`config.mk`:
```
export PLATFORM = sky130hd
export DESIGN_NAME = led_pattern_gen
export DESIGN_NICKNAME = d
export VERILOG_FILES = /design/src/rtl/led_pkg.sv /design/src/rtl/tick_prescaler.sv /design/src/rtl/led_pattern_gen.sv
export SDC_FILE = /design/constraint.sdc
export NUM_CORES = 1
export LEC_CHECK = 0
export ABC_AREA = 0
export BUFFER_PORTS_ARGS = -buffer_cell sky130_fd_sc_hd__buf_2
export CAP_MARGIN = 20
export CORE_MARGIN = 3
export CORE_UTILIZATION = 45
export DETAILED_ROUTE_END_ITERATION = 7
export HOLD_SLACK_MARGIN = 0.05
export PLACE_DENSITY_LB_ADDON = 0.15
export SLEW_MARGIN = 40
export SYNTH_ARGS = -nofsm -noshare
export SYNTH_HDL_FRONTEND = slang
export SYNTH_SLANG_ARGS = --single-unit
```
`constraint.sdc`:
```
create_clock -name clock -period 1.9 [get_ports clock]
set_input_delay 0.095 -clock clock [delete_from_list [all_inputs] [get_ports clock]]
set_output_delay 0.095 -clock clock [all_outputs]
set_load 0.05 [all_outputs]
```
`src/rtl/led_pkg.sv`:
```
`default_nettype none
`timescale 1ns/1ps
// ============================================================================
// Module      : led_pkg
// Description : Shared encodings for the LED pattern generator: pattern mode,
//               colour select and ping-pong direction.
// Revision    : 1.0 - initial release
// ============================================================================
package led_pkg;

  typedef enum logic [1:0] {
    MODE_ROL   = 2'b00,
    MODE_ROR   = 2'b01,
    MODE_PING  = 2'b10,
    MODE_FLASH = 2'b11
  } mode_e;

  typedef enum logic [1:0] {
    COL_R = 2'b00,
    COL_G = 2'b01,
    COL_B = 2'b10,
    COL_W = 2'b11
  } col_e;

  typedef enum logic [0:0] {
    DIR_UP   = 1'b0,
    DIR_DOWN = 1'b1
  } dir_e;

endpackage : led_pkg
`default_nettype wire

```
`src/rtl/tick_prescaler.sv`:
```
`default_nettype none
`timescale 1ns/1ps
// ============================================================================
// Module      : tick_prescaler
// Description : Free-running counter that emits a one-cycle step pulse each
//               time it reaches the limit chosen by i_speed.
// Ports       : clock    - system clock
//               i_reset  - asynchronous active-low reset
//               i_enable - 1 = count, 0 = hold count and suppress o_tick
//               i_clear  - synchronous restart of the period (mode reload)
//               i_speed  - selects LIM0..LIM3
//               o_tick   - registered one-cycle step pulse
// Revision    : 1.0 - initial release
// ============================================================================
module tick_prescaler #(
  parameter int          NB_COUNTER = 32,
  parameter int unsigned LIM0       = 2**23 - 1,
  parameter int unsigned LIM1       = 2**24 - 1,
  parameter int unsigned LIM2       = 2**25 - 1,
  parameter int unsigned LIM3       = 2**26 - 1
) (
  input  logic       clock,
  input  logic       i_reset,
  input  logic       i_enable,
  input  logic       i_clear,
  input  logic [1:0] i_speed,
  output logic       o_tick
);

  logic [NB_COUNTER-1:0] count;
  logic [NB_COUNTER-1:0] limit;

  always_comb begin
    limit = NB_COUNTER'(LIM0);
    case (i_speed)
      2'd0:    limit = NB_COUNTER'(LIM0);
      2'd1:    limit = NB_COUNTER'(LIM1);
      2'd2:    limit = NB_COUNTER'(LIM2);
      default: limit = NB_COUNTER'(LIM3);
    endcase
  end

  // ">=" rather than "==": if the limit drops below the current count the
  // tick fires on the next edge instead of the counter wrapping around.
  always_ff @(posedge clock or negedge i_reset) begin
    if (!i_reset) begin
      count  <= '0;
      o_tick <= 1'b0;
    end else if (i_clear) begin
      count  <= '0;
      o_tick <= 1'b0;
    end else if (i_enable) begin
      if (count >= limit) begin
        count  <= '0;
        o_tick <= 1'b1;
      end else begin
        count  <= count + 1'b1;
        o_tick <= 1'b0;
      end
    end else begin
      o_tick <= 1'b0;
    end
  end

endmodule : tick_prescaler
`default_nettype wire

```
`src/rtl/led_pattern_gen.sv`:
```
`default_nettype none
`timescale 1ns/1ps
// ============================================================================
// Module      : led_pattern_gen
// Description : LED pattern generator. A prescaled step pulse advances an
//               NB_LEDS-bit pattern in rotate-left, rotate-right, ping-pong or
//               flash mode; the pattern is steered onto R/G/B banks.
// Ports       : clock    - system clock
//               i_reset  - asynchronous active-low reset
//               i_enable - 1 = run, 0 = freeze counter and pattern
//               i_speed  - prescaler limit select
//               i_mode   - 00 ROL, 01 ROR, 10 ping-pong, 11 flash
//               i_color  - 00 red, 01 green, 10 blue, 11 white
//               o_led    - current pattern
//               o_led_r/g/b - colour-steered pattern
//               o_tick   - one-cycle step pulse
// Revision    : 1.0 - initial release
// ============================================================================
module led_pattern_gen
  import led_pkg::*;
#(
  parameter int          NB_LEDS    = 4,
  parameter int          NB_COUNTER = 32,
  parameter int unsigned LIM0       = 2**23 - 1,
  parameter int unsigned LIM1       = 2**24 - 1,
  parameter int unsigned LIM2       = 2**25 - 1,
  parameter int unsigned LIM3       = 2**26 - 1
) (
  input  logic               clock,
  input  logic               i_reset,
  input  logic               i_enable,
  input  logic [1:0]         i_speed,
  input  logic [1:0]         i_mode,
  input  logic [1:0]         i_color,
  output logic [NB_LEDS-1:0] o_led,
  output logic [NB_LEDS-1:0] o_led_r,
  output logic [NB_LEDS-1:0] o_led_g,
  output logic [NB_LEDS-1:0] o_led_b,
  output logic               o_tick
);

  localparam logic [NB_LEDS-1:0] PAT_ONE = {{(NB_LEDS-1){1'b0}}, 1'b1};

  mode_e              mode_q;
  dir_e               dir, dir_next;
  logic [NB_LEDS-1:0] pattern, pattern_next;
  logic               reload;
  logic               tick;

  // A mode change restarts the pattern and the prescaler period.
  assign reload = (i_mode != mode_q);

  tick_prescaler #(
    .NB_COUNTER (NB_COUNTER),
    .LIM0       (LIM0),
    .LIM1       (LIM1),
    .LIM2       (LIM2),
    .LIM3       (LIM3)
  ) u_prescaler (
    .clock    (clock),
    .i_reset  (i_reset),
    .i_enable (i_enable),
    .i_clear  (reload),
    .i_speed  (i_speed),
    .o_tick   (tick)
  );

  // State register
  always_ff @(posedge clock or negedge i_reset) begin
    if (!i_reset) begin
      pattern <= PAT_ONE;
      dir     <= DIR_UP;
      mode_q  <= MODE_ROL;
    end else begin
      pattern <= pattern_next;
      dir     <= dir_next;
      mode_q  <= mode_e'(i_mode);
    end
  end

  // Next state: reload wins over a coincident tick, which is dropped.
  always_comb begin
    pattern_next = pattern;
    dir_next     = dir;
    if (reload) begin
      pattern_next = (i_mode == MODE_FLASH) ? '1 : PAT_ONE;
      dir_next     = DIR_UP;
    end else if (tick) begin
      case (mode_q)
        MODE_ROL: pattern_next = {pattern[NB_LEDS-2:0], pattern[NB_LEDS-1]};
        MODE_ROR: pattern_next = {pattern[0], pattern[NB_LEDS-1:1]};
        MODE_PING: begin
          if (dir == DIR_UP) begin
            if (pattern[NB_LEDS-1]) begin
              dir_next     = DIR_DOWN;
              pattern_next = pattern >> 1;
            end else begin
              pattern_next = pattern << 1;
            end
          end else begin
            if (pattern[0]) begin
              dir_next     = DIR_UP;
              pattern_next = pattern << 1;
            end else begin
              pattern_next = pattern >> 1;
            end
          end
        end
        default: pattern_next = ~pattern;
      endcase
    end
  end

  // Outputs: colour steering is purely combinational on i_color.
  always_comb begin
    o_led_r = '0;
    o_led_g = '0;
    o_led_b = '0;
    case (i_color)
      COL_R: o_led_r = pattern;
      COL_G: o_led_g = pattern;
      COL_B: o_led_b = pattern;
      default: begin
        o_led_r = pattern;
        o_led_g = pattern;
        o_led_b = pattern;
      end
    endcase
  end

  assign o_led  = pattern;
  assign o_tick = tick;

endmodule : led_pattern_gen
`default_nettype wire

```
# ---- After elaboration in Yosys (flattened, before gate mapping)
# Cells that the tools add are included.
# Widths: inputs -> output; s select.
dict set report classes {
  add_sub_neg 1
  order_cmp 1
  n_eq_ne 8
  mux 23
  bitwise 1
  reduce_logical 10
}
# operator n
set op_table {}
lappend op_table {{$mux 32} 3}
lappend op_table {{$pmux 26 s3} 1}
lappend op_table {{$mux 4} 9}
lappend op_table {{$add 32x1->32 const B} 1}
lappend op_table {{$ge 32x26->1} 1}
lappend op_table {{$pmux 4 s3} 1}
lappend op_table {{$mux 1} 9}
lappend op_table {{$eq 2x2->1 const B} 4}
lappend op_table {{$eq 2x1->1 const B} 3}
lappend op_table {{$logic_not 2->1} 3}
lappend op_table {{$reduce_bool 2->1} 3}
lappend op_table {{$reduce_or 2->1} 3}
lappend op_table {{$not 4->4} 1}
lappend op_table {{$ne 2x2->1} 1}
lappend op_table {{$reduce_and 2->1} 1}
dict set report word_totals {
  ff_bits 40
  out_inout_bits 17
  elab_cells 49
}

# ---- Depth between registers and ports, before layout
# Gate-level depths: netlist of run 1.
dict set report depth {
  ltp_word 6
  depth_mapped 9
  ltp_nobuf 7
}

# ---- By module
# Synthesis of run 1 repeated with hierarchy kept, for this count alone.
dict set report hier_totals {
  cells_unflattened 269
  hier_area_um2 2437.3
}
# module n_inst cells_each area_per_inst_um2
set modules_own_cells {}
lappend modules_own_cells {tick_prescaler 1 192 1794.2}
lappend modules_own_cells {led_pattern_gen 1 77 643.1}

# ---- Least setup slack after synthesis of run 1
# OpenSTA, ideal clock, no wires.
dict set report synth_timing {
  kind {register -> register}
  start {reg u_prescaler.count[23]}
  end {reg u_prescaler.count[13]}
  setup_ns 0.146
  t_arrival_ns 1.956
  t_required_ns 1.754
  slack_ns -0.202
  path_stages_with_launch 9
  n_path_buf 2
  synth_period_minus_slack_ns 2.102
  cell_sequence {dfrtp_1 -> ha_1 -> nand3_1 -> nor4_1 -> a211oi_1 -> buf_4 -> buf_4 -> nand3b_1 -> o311ai_0}
}
dict set report synth_via {
  elab_chain_len 4
}
# element line
set synth_rtl {}
lappend synth_rtl {{start: declaration} tick_prescaler.sv:30} ;# logic [NB_COUNTER-1:0] count;
lappend synth_rtl {{start signal: assignment} tick_prescaler.sv:57} ;# count <= count + 1'b1;
lappend synth_rtl {{$ge 32x26->1} tick_prescaler.sv:53} ;# if (count >= limit) begin
lappend synth_rtl {{$mux 32} tick_prescaler.sv:53}
lappend synth_rtl {{$mux 32} tick_prescaler.sv:52} ;# end else if (i_enable) begin
lappend synth_rtl {{$mux 32} tick_prescaler.sv:49} ;# end else if (i_clear) begin
# Every way passes these cells. The select of a mux whose other input is x is not followed.
# A chain may end at the register's enable or synchronous reset.

# ---- Worst setup path in the final report of run 1
dict set report layout_timing {
  start {reg u_prescaler.count[25]}
  end {reg u_prescaler.count[6]}
}
# Same word-level chain as after synthesis.

==> summary.txt, run 1 <==
Cells and area
  • Non-filler cells, final: 428
  • Core Util, Final: 64.1%
  • Syn-to-layout area delta: 36.0%
  • Proportion of layout cells with a drive suffix above 1: around 33%
  • Nets@finish: 372
  • N_diodes: 0
  • Fin area: 0.00334 sq mm

Route
  • DRC: 0
  • Number of DRC markers in iteration 0: 81
  • Wire per inst: 15.5 microns
  • Routed met3 length: 201 microns
  • Uppermost layer routed: met4
  • Total number of vias: 2403
  • Initial DRT Pass Iterations: 4
  • Post-DRT Antenna Nets: 0
  • Wire length on met2: approximately 3200 microns
  • Vias per inst: 5.61
  • Post-detailed-routing wire length: 6630 microns
  • Met1 wire length: about 3200 microns

Global routing
  • Antenna violations before repair: 0
  • Grt ovf: 0
  • GR Util All Layers: 21.5%
  • Vias in the first global route: 2287
  • First-pass GRT wire length: 10800 microns
  • Largest net degree at the start of global routing: 22

Yosys
  • Leading area contributor after synthesis: dfrtp_1
  • Cell with the most instances after synthesis: dfrtp_1
  • Syn Inst Count: 288
  • Synth warn: 0
  • Synthesized flop and latch total: 40
  • Post-synth EDFFs: 0
  • Post-synth top area share: around 40%
  • Post-synthesis sequential area ratio: 40.8%
  • Syn avg cell area: 8.52 sq um
  • Post-Synthesis Cell Area: roughly 0.0025 sq mm
  • Synth area leaders: dfrtp_1 (40%), a21oi_1 (5.1%), a31oi_1 (4.6%)
  • Post-synth top cells: dfrtp_1 (39), a21oi_1 (25), nor2_1 (24), nand2_1 (23), nand3_1 (19)
  • Async SR Flop Fraction: 100%
  • Distinct cell type count after synthesis: 43
  • Primary FF master, synth: dfrtp_1
  • Net Count, Synth: 303

Die
  • Core ar.: 0.00520 sq mm
  • Num rows: 26
  • Die span in x: approximately 80 microns
  • Starting Density: a little under half
  • Ports: 26
  • Die area: 0.00637 sq mm
  • Die Y: 79.8 microns

Critical path
  • CP required: 2120 ps
  • Slowest stage cell, crit path: dfrtp_1
  • Crit Path Max Fanout: 5
  • Crit path DAT: between 2000 and 2500 ps
  • Delay-heaviest family, CP: compound AO/OA/AOI/OAI gates
  • Crit Path Category: reg2reg
  • CP Launch Type: flop
  • CP Cell Sequence: ha_2 -> nor4_4 -> o211ai_1 -> buf_4 -> a211oi_4 -> buf_6 -> a41oi_2 -> a31oi_1
  • CP max stage delay: 390 ps
  • Worst setup EP type: flop
  • WP buf/inv: 2

Power
  • Pwr dens: 582 mW/mm^2
  • Final Power: ~2 mW
  • VDD IR max: approximately 0.37 mV
  • LEAKAGE: about 1.5 nW

Outcome
  • Outcome: complete, but fails checks
  • Failing checks: setup timing

Place
  • Area after DPL: roughly 0.0030 sq mm
  • Placed Instances: 412
  • DP Wirelength: 4710 microns
  • Post-place setup slack: -50.2 ps
  • GPL Wtd Cong: 0.845
  • Number of port buffers: 25

Clocking
  • Root buffer cell: clkbuf_8
  • CTS tree: done
  • Clk sink count: 40
  • Worst skew pair latency: 290 ps
  • Clock transition at path regs: about 70 ps
  • CTS Buffer Depth: 2
  • CTS Buf Count: 5
  • H-tree levels: 2

Min path
  • HP Class: in2reg

Timing
  • Final WS setup: -12.1 ps
  • FMAX: 523 MHz
  • Worst slew pin tran: between 500 and 600 ps
  • Min Tclk post-route: around 1900 ps
  • Fin crit share: 101%
  • Final max-slew violation count: 0
  • Final Hold Vio Count: 0
  • Worst clock skew: between 3 and 4 ps
  • Final setup fails: 1
  • Max-slew headroom: 66.5%
  • Unrepaired setup endpoints after global routing: true

Job
  • Max-Cap Viols: 0
stage by stage:
| step | TNS [ps] | hold WS (ps) |
|---|---|---|
| 5_1_grt | -1070 | 158 |
| 4_1_cts | -24.6 | 127 |
| 3_5_place_dp | -167 | 85.9 |
| 6_report | -12.1 | 132 |
| 3_3_place_gp | 0 | 87.3 |
| 2_1_floorplan | -75.2 | -201 |
report_power, final:
group          switching (mW)  internal, mW  leakage (nW)
clock                   0.290         0.296        0.0455
combinational           0.317         0.143         0.863
sequential             0.0286         0.866         0.544
total                   0.636          1.31          1.45
flip-flops by register name (all words and copies together) (netlist names):
name,cells
u_prescaler.o_tick,1
u_prescaler.count,32
dir,1
mode_q,2
o_led,4
final cells by class:
cell class                      instances  area, sq um
Clock buffer                            8         90.1
Fill cell                             450         1870
Inverter                               12         45.0
Multi-Input combinational cell        220         1550
Sequential cell                        40         1000
Tap cell                               70         87.6
Timing Repair Buffer                   78          567
layout by cell type (no fill, tap or decap), types with 8 or more instances in the layout:
cell type / count
a21oi_2: 8
nand4_1: 11
nand3_1: 16
o21ai_0: 9
inv_1: 12
dfrtp_1: 39
and2_1: 12
buf_2: 25
a21oi_1: 17
nand2_1: 23
nor2_1: 24
a31oi_1: 16
buf_4: 45
layer usage:
| layer | vias to the layer above | global-route usage, % |
|---|---|---|
| li1 | 1193 | - |
| met1 | 1162 | 30.9 |
| met2 | 43 | 34.0 |
| met3 | 5 | 3.39 |
| met4 | 0 | 5.07 |
| met5 | - | 0 |
worst reg2reg max path: stages, from the launching register on:
cell and delay (ps):
dfrtp_1 390, ha_2 190, nor4_4 220, o211ai_1 190, buf_4 200, a211oi_4 240, buf_6 190, a41oi_2 90
a31oi_1 140
path summary, 6_finish.rpt:
check | cells past startpoint | slack (ps) | startpoint | to
worst min register to register | 1 | 490 | u_prescaler.count[30] | u_prescaler.count[30]
max in group asynchronous | 3 | 1110 | i_reset | u_prescaler.count[5]
worst max-delay path | 8 | -10 | u_prescaler.count[25] | u_prescaler.count[6]
min in group asynchronous | 2 | 300 | i_reset | u_prescaler.count[29]
worst max register to register | 8 | -10 | u_prescaler.count[25] | u_prescaler.count[6]
worst min-delay path | 3 | 130 | i_enable | u_prescaler.count[0]
kinds of logic (layout without fill, tap and decap cells):
kind of cell	Yosys count	count (layout)	share of synthesized area [%]
simple gates	134	134	30.2
compound gates	73	73	18.4
flops	40	40	40.8
buf+inv	28	98	4.89
fa+ha+maj	6	6	3.06
xor+xnor	5	5	1.79
mux	2	2	0.816
timing repair:
action,CTS,global route
buffers inserted,2,2
hold endpoints to repair,20,0
cloned,1,0
hold buffers,3,0
gates resized for setup,3,33
setup endpoints to repair,15,23
pin swaps,3,17
(Power assumes the default switching activity.)
==> inputs of run 2 (changes only) <==
Settings changed: SETUP_SLACK_MARGIN set to 0.4.
==> run 2 against run 1 <==
The run still ends with setup timing left. Global-route usage grew 1.4 points. Count of clock-buffer cells in the layout unchanged. Non-clock buffer count increased by 10. Die area unchanged. Utilization increased by 3.6 points. Flip-flop and latch count unchanged. Worst setup slack worse by 8.4 ps. Via count up 3.2%. Maximum frequency is 0.44% lower. Design area up 5.5%. Combinational power is 14% higher. Final cell count is 2.3% higher. Critical path type unchanged.
==> summary.txt, run 2 (synthesis results as in run 1) <==
Outcome
  • Outcome: complete, but fails checks
  • Failing checks: setup timing

Timing
  • Unrepaired setup endpoints after global routing: true
  • Final Hold Vio Count: 0 (unchanged)
  • Final setup fails: 6 (+5)
  • Min Tclk post-route: 1920 ps (+8.37 ps)
  • Worst slew pin tran: 392 ps (-110 ps)
  • Setup TNS: -62.6 ps (-50.4 ps)
  • Fin crit share: 101% (+0.44 points)
  • Final max-slew violation count: 0 (unchanged)
  • Hold WS: 144 ps (+11.8 ps)
  • Worst clock skew: 7.67 ps (+4.41 ps)
  • FMAX: 521 MHz (-0.44%)
  • Final WS setup: -20.5 ps (-8.37 ps)
  • Max-slew headroom: 73.7% (+7.2 points)

Place
  • Post-place setup slack: -141 ps (-90.4 ps)
  • DP Wirelength: 4610 microns (-2.1%)
  • GPL Wtd Cong: 0.785 (-7.1%)
  • Placed Instances: 408 (-0.97%)
  • Number of port buffers: 25 (unchanged)
  • Area after DPL: 0.00297 sq mm (-0.63%)

Power
  • VDD IR max: 0.404 mV (+9.3%)
  • Pwr dens: 579 mW/mm^2 (-0.47%)
  • LEAKAGE: 1.54 nW (+6.0%)
  • Final Power: 2.04 mW (+5.1%)

Critical path
  • Crit Path Category: reg2reg
  • Crit Path Max Fanout: 6 (+1)
  • CP Launch Type: flop
  • CP required: 2080 ps (-40 ps)
  • Worst setup EP type: flop
  • Crit path DAT: 2100 ps (-30 ps)

Die
  • Die Y: 79.8 microns (unchanged)
  • Starting Density: 47.1% (unchanged)
  • Die span in x: 79.8 microns (unchanged)
  • Num rows: 26 (unchanged)
  • Core ar.: 0.00520 sq mm (unchanged)
  • Ports: 26 (unchanged)
  • Die area: 0.00637 sq mm (unchanged)

Route
  • Number of DRC markers in iteration 0: 117 (+44%)
  • Vias per inst: 5.66 (+0.81%)
  • Post-detailed-routing wire length: 6870 microns (+3.6%)
  • DRC: 0 (unchanged)
  • Post-DRT Antenna Nets: 0 (unchanged)
  • Total number of vias: 2479 (+3.2%)
  • Initial DRT Pass Iterations: 4 (unchanged)
  • Wire per inst: 15.7 microns (+1.2%)

Clocking
  • Clock transition at path regs: 70 ps (about the same)
  • Worst skew pair latency: 300 ps (about the same)
  • CTS Buf Count: 5 (unchanged)
  • H-tree levels: 2 (unchanged)
  • Root buffer cell: clkbuf_8
  • Clk sink count: 40 (unchanged)
  • CTS Buffer Depth: 2 (unchanged)
  • CTS tree: done

Global routing
  • First-pass GRT wire length: 11300 microns (+4.7%)
  • Largest net degree at the start of global routing: 22 (unchanged)
  • GR Util All Layers: 22.9% (+1.4 points)
  • Vias in the first global route: 2346 (+2.6%)
  • Antenna violations before repair: 0 (unchanged)
  • Grt ovf: 0 (unchanged)

Cells and area
  • Fin area: 0.00352 sq mm (+5.5%)
  • Max reg flops: 32 (unchanged)
  • Largest reg by FF count: u_prescaler.count
  • Non-filler cells, final: 438 (+2.3%)
  • Nets@finish: 382 (+2.7%)
  • Core Util, Final: 67.7% (+3.6 points)
  • Syn-to-layout area delta: 43.5%
  • Commonest non-fill, non-tap cells in the layout: buf_4 (48), dfrtp_1 (33), buf_2 (24)
  • Commonest non-fill, non-tap cell in the layout: buf_4
  • N_diodes: 0 (unchanged)
  • Proportion of layout cells with a drive suffix above 1: 40.2% (+7.0 points)
  • Number of fill cells: 423 (-6.0%)

Job
  • Max-Cap Viols: 0 (unchanged)

Min path
  • HP Class: in2async
run 2: path summary, 6_finish.rpt:
kind	startpoint	end	slack, ps	cells past startpoint
setup / recovery	u_prescaler.count[24]	u_prescaler.count[20]	-20	9
hold / removal	i_reset	u_prescaler.count[26]	140	2
setup reg to reg	u_prescaler.count[24]	u_prescaler.count[20]	-20	9
hold reg to reg	u_prescaler.count[31]	u_prescaler.count[31]	490	1
max in group asynchronous	i_reset	o_led[0]	1220	3
min in group clock	i_enable	u_prescaler.count[0]	140	3
run 2: final cells by class:
cell class,count,area [sq um],area share [%]
sequential,40,1010,28.7
timing repair buffer,88,657,18.7
tap,70,87.6,2.49
clock buffer,8,100,2.84
multi-input combinational,220,1620,46.1
inverter,12,45.0,1.28
run 2: critical path, stage by stage (launching register included):
cell      delay [ps]
dfrtp_1          400
ha_4             290
buf_4            110
nand3_4           90
nor4_4           220
a211oi_2         130
buf_4            160
buf_6            120
nor2_4           210
nor2_1            80
run 2: metal layers:
metal  share of wire [%]  wire, microns  up-vias  global-route usage (%)
met1                  44           3020     1200                    31.2
met2                  50           3430       53                    37.4
met4                 1.4             95        0                    7.09
met3                 4.7            321       10                    3.39
li1                    -              -     1216                       -
met5                   0              0        -                       0
run 2: power breakdown:
group	switching, mW	total, mW	internal, mW
registers	0.0264	0.894	0.868
clock network	0.288	0.619	0.331
logic	0.345	0.527	0.182
run 2: repair_timing:
item,4_1_cts,5_1_grt
setup endpoints to repair,36,35
pin swaps,20,17
hold buffers,3,0
buffers inserted,10,7
gates cloned,2,0
resized for setup,34,32
endpoints found under the hold margin,41,0
==> inputs of run 3 (changes only) <==
Settings changed: BUFFER_PORTS_ARGS -buffer_cell sky130_fd_sc_hd__buf_2 to -buffer_cell sky130_fd_sc_hd__buf_4.
==> run 3 against run 2 <==
The run still ends with setup timing left. First-iteration DRC count grew 61%. Die area is the same. Design area grew 5.8%. Total power grew 19%. Combinational power grew 6.3%. Clock skew shrank 0.94 ps.
==> summary.txt, run 3 (synthesis results as in run 1) <==
Cells and area
  • Sequential cell area: 0.00101 sq mm (-0.37%)
  • Number of fill cells: 403 (-4.7%)
  • N_diodes: 0 (unchanged)
  • Nets@finish: 386 (+1.0%)
  • Max reg flops: 32 (unchanged)
  • Proportion of layout cells with a drive suffix above 1: 44.4% (+4.1 points)
  • Core Util, Final: 71.6% (+3.9 points)
  • Largest reg by FF count: u_prescaler.count
  • Commonest non-fill, non-tap cells in the layout: buf_4 (80), dfrtp_1 (36), nor2_1 (20)
  • Commonest non-fill, non-tap cell in the layout: buf_4
  • Syn-to-layout area delta: 51.8%
  • Multi-input gate area: 0.00167 sq mm (+3.2%)

Critical path
  • Slowest stage cell, crit path: dfrtp_1
  • Crit Path Category: reg2reg
  • Flop-to-flop setup slack: -80 ps (-60 ps)
  • Crit path DAT: 2200 ps (+100 ps)
  • Worst setup EP type: flop
  • R2r endpoint: u_prescaler.count[8]
  • CP required: 2120 ps (+40 ps)
  • CP Cell Sequence: ha_4 -> a21oi_2 -> o211ai_1 -> buf_4 -> a211oi_4 -> buf_6 -> a31oi_4 -> a31oi_2
  • R2R Path Start: u_prescaler.count[24]
  • CP max stage delay: 410 ps (about the same)
  • Crit Path Max Fanout: 5 (-1)
  • CP Launch Type: flop
  • R2R depth: 8 (-1)

Die
  • Die span in x: 79.8 microns (unchanged)
  • Die Y: 79.8 microns (unchanged)
  • Core ar.: 0.00520 sq mm (unchanged)
  • Ports: 26 (unchanged)
  • Starting Density: 47.1% (unchanged)
  • Die area: 0.00637 sq mm (unchanged)
  • Num rows: 26 (unchanged)

Clocking
  • CTS Buf Count: 5 (unchanged)
  • Clock transition at path regs: 80 ps (about the same)
  • CTS Buffer Depth: 2 (unchanged)
  • H-tree levels: 2 (unchanged)
  • Clk sink count: 40 (unchanged)
  • CTS tree: done
  • Root buffer cell: clkbuf_8
  • Worst skew pair latency: 300 ps (about the same)

Min path
  • Worst Hold End: u_prescaler.count[1]
  • HP Class: in2reg
  • Hold Path Depth: 2
  • Worst hold path startpoint: i_enable

Job
  • Max-Cap Viols: 0 (unchanged)

Route
  • Post-DRT Antenna Nets: 0 (unchanged)
  • Number of DRC markers in iteration 0: 188 (+61%)
  • Vias per inst: 5.72 (+1.1%)
  • Total number of vias: 2528 (+2.0%)
  • Initial DRT Pass Iterations: 4 (unchanged)
  • Wire per inst: 16.1 microns (+2.4%)
  • Post-detailed-routing wire length: 7100 microns (+3.3%)
  • DRC: 0 (unchanged)

Timing
  • Min Tclk post-route: 1980 ps (+61.6 ps)
  • Final setup fails: 15 (+9)
  • Unrepaired setup endpoints after global routing: true
  • FMAX: 505 MHz (-3.1%)
  • Final WS setup: -82.1 ps (-61.6 ps)
  • Final max-slew violation count: 0 (unchanged)
  • Max-slew headroom: 65.3% (-8.5 points)
  • Worst clock skew: 6.72 ps (-0.944 ps)
  • Worst slew pin tran: 521 ps (+129 ps)
  • Final Hold Vio Count: 0 (unchanged)
  • Fin crit share: 104% (+3.2 points)

Outcome
  • Outcome: complete, but fails checks
  • Failing checks: setup timing

Power
  • LEAKAGE: 1.62 nW (+5.0%)
  • Comb pwr share: 23.1% (-2.7 points)
  • Switching share of power: 28.4% (-3.9 points)
  • Clock power share: 39.9% (+9.6 points)
  • Power Internal: 1.73 mW (+25%)
  • Pwr dens: 650 mW/mm^2 (+12%)
  • Seq pwr share: 37.0% (-6.8 points)
  • VDD IR max: 0.569 mV (+41%)
  • Sw Pwr: 688 uW (+4.3%)
  • Final Power: 2.42 mW (+19%)

Place
  • GPL Wtd Cong: 0.800 (+1.9%)
  • DP Wirelength: 4430 microns (-4.0%)
  • Post-place setup slack: 3.57 ps (+144 ps)
  • Number of port buffers: 25 (unchanged)

Global routing
  • GR Util All Layers: 22.1% (-0.76 points)
  • Antenna violations before repair: 0 (unchanged)
  • Largest net degree at the start of global routing: 41 (+86%)
  • Vias in the first global route: 2324 (-0.94%)
  • First-pass GRT wire length: 11200 microns (-0.98%)
  • Grt ovf: 0 (unchanged)
## run 3: changes by cell type in the layout (fill, tap and decap cells not counted), sizes merged
cell | before | now
buf | 84 | 88
bufinv | 0 | 3
clkbuf | 9 | 6
## run 3: area by class of cell
type,count,share of cell area [%]
clock inverter,3,2.42
inverter,12,1.21
timing repair buffer,92,20.2
sequential,40,27.0
tap,70,2.35
multi-input combinational,220,44.9
clock buffer,5,1.85
## run 3: metrics by stage
stage               cell area (sq um)  hold slack (ps)  TNS (ps)  cells
global route                     3720             82.6     -2430    442
floorplan                        2540             -201         0    288
CTS                              3460             64.8         0    434
detailed placement               3050              111         0    411
global placement                 3050              113         0    411
finish                           3720             83.5      -439    442
## run 3: power groups by stage
stage	Clock [mW]	Sequential, mW	Combinational [mW]
after floorplan	0	0.941	0.280
after global placement	0	0.911	0.460
after detailed placement	0	0.911	0.466
after CTS	0.976	0.894	0.507
after global routing	1.02	0.899	0.597
final	0.965	0.895	0.560
## run 3: worst max-delay path, delay by kind of cell, from the launching register on
kind	cells	cell delay, ps
compound gates	5	850
buf+inv	2	390
fa+ha+maj	1	250
flops	1	410
## run 3: what timing repair did
action | CTS | global route
cloned | 2 | 1
hold endpoints to repair | 41 | 0
resized for setup | 29 | 40
setup endpoints to repair | 28 | 37
setup buffers | 10 | 7
pin swaps | 16 | 27
hold buffers | 3 | 0
## run 3: routing by layer
layer | global-route usage [%] | vias to the layer above | wire length (microns)
met5 | 0 | - | 0
met1 | 30.3 | 1235 | 3100
met4 | 5.74 | 0 | 104
li1 | - | 1224 | -
met2 | 36.0 | 58 | 3580
met3 | 4.06 | 11 | 317
## run 3: worst max path at each step
stage                           from                     to  depth (start not counted)
6_report       u_prescaler.count[24]   u_prescaler.count[8]                          8
5_1_grt        u_prescaler.count[24]   u_prescaler.count[8]                          8
4_1_cts        u_prescaler.count[24]   u_prescaler.count[8]                          8
3_5_place_dp   u_prescaler.count[25]  u_prescaler.count[26]                          7
3_3_place_gp   u_prescaler.count[25]  u_prescaler.count[14]                          7
2_1_floorplan  u_prescaler.count[24]   u_prescaler.count[3]                          8
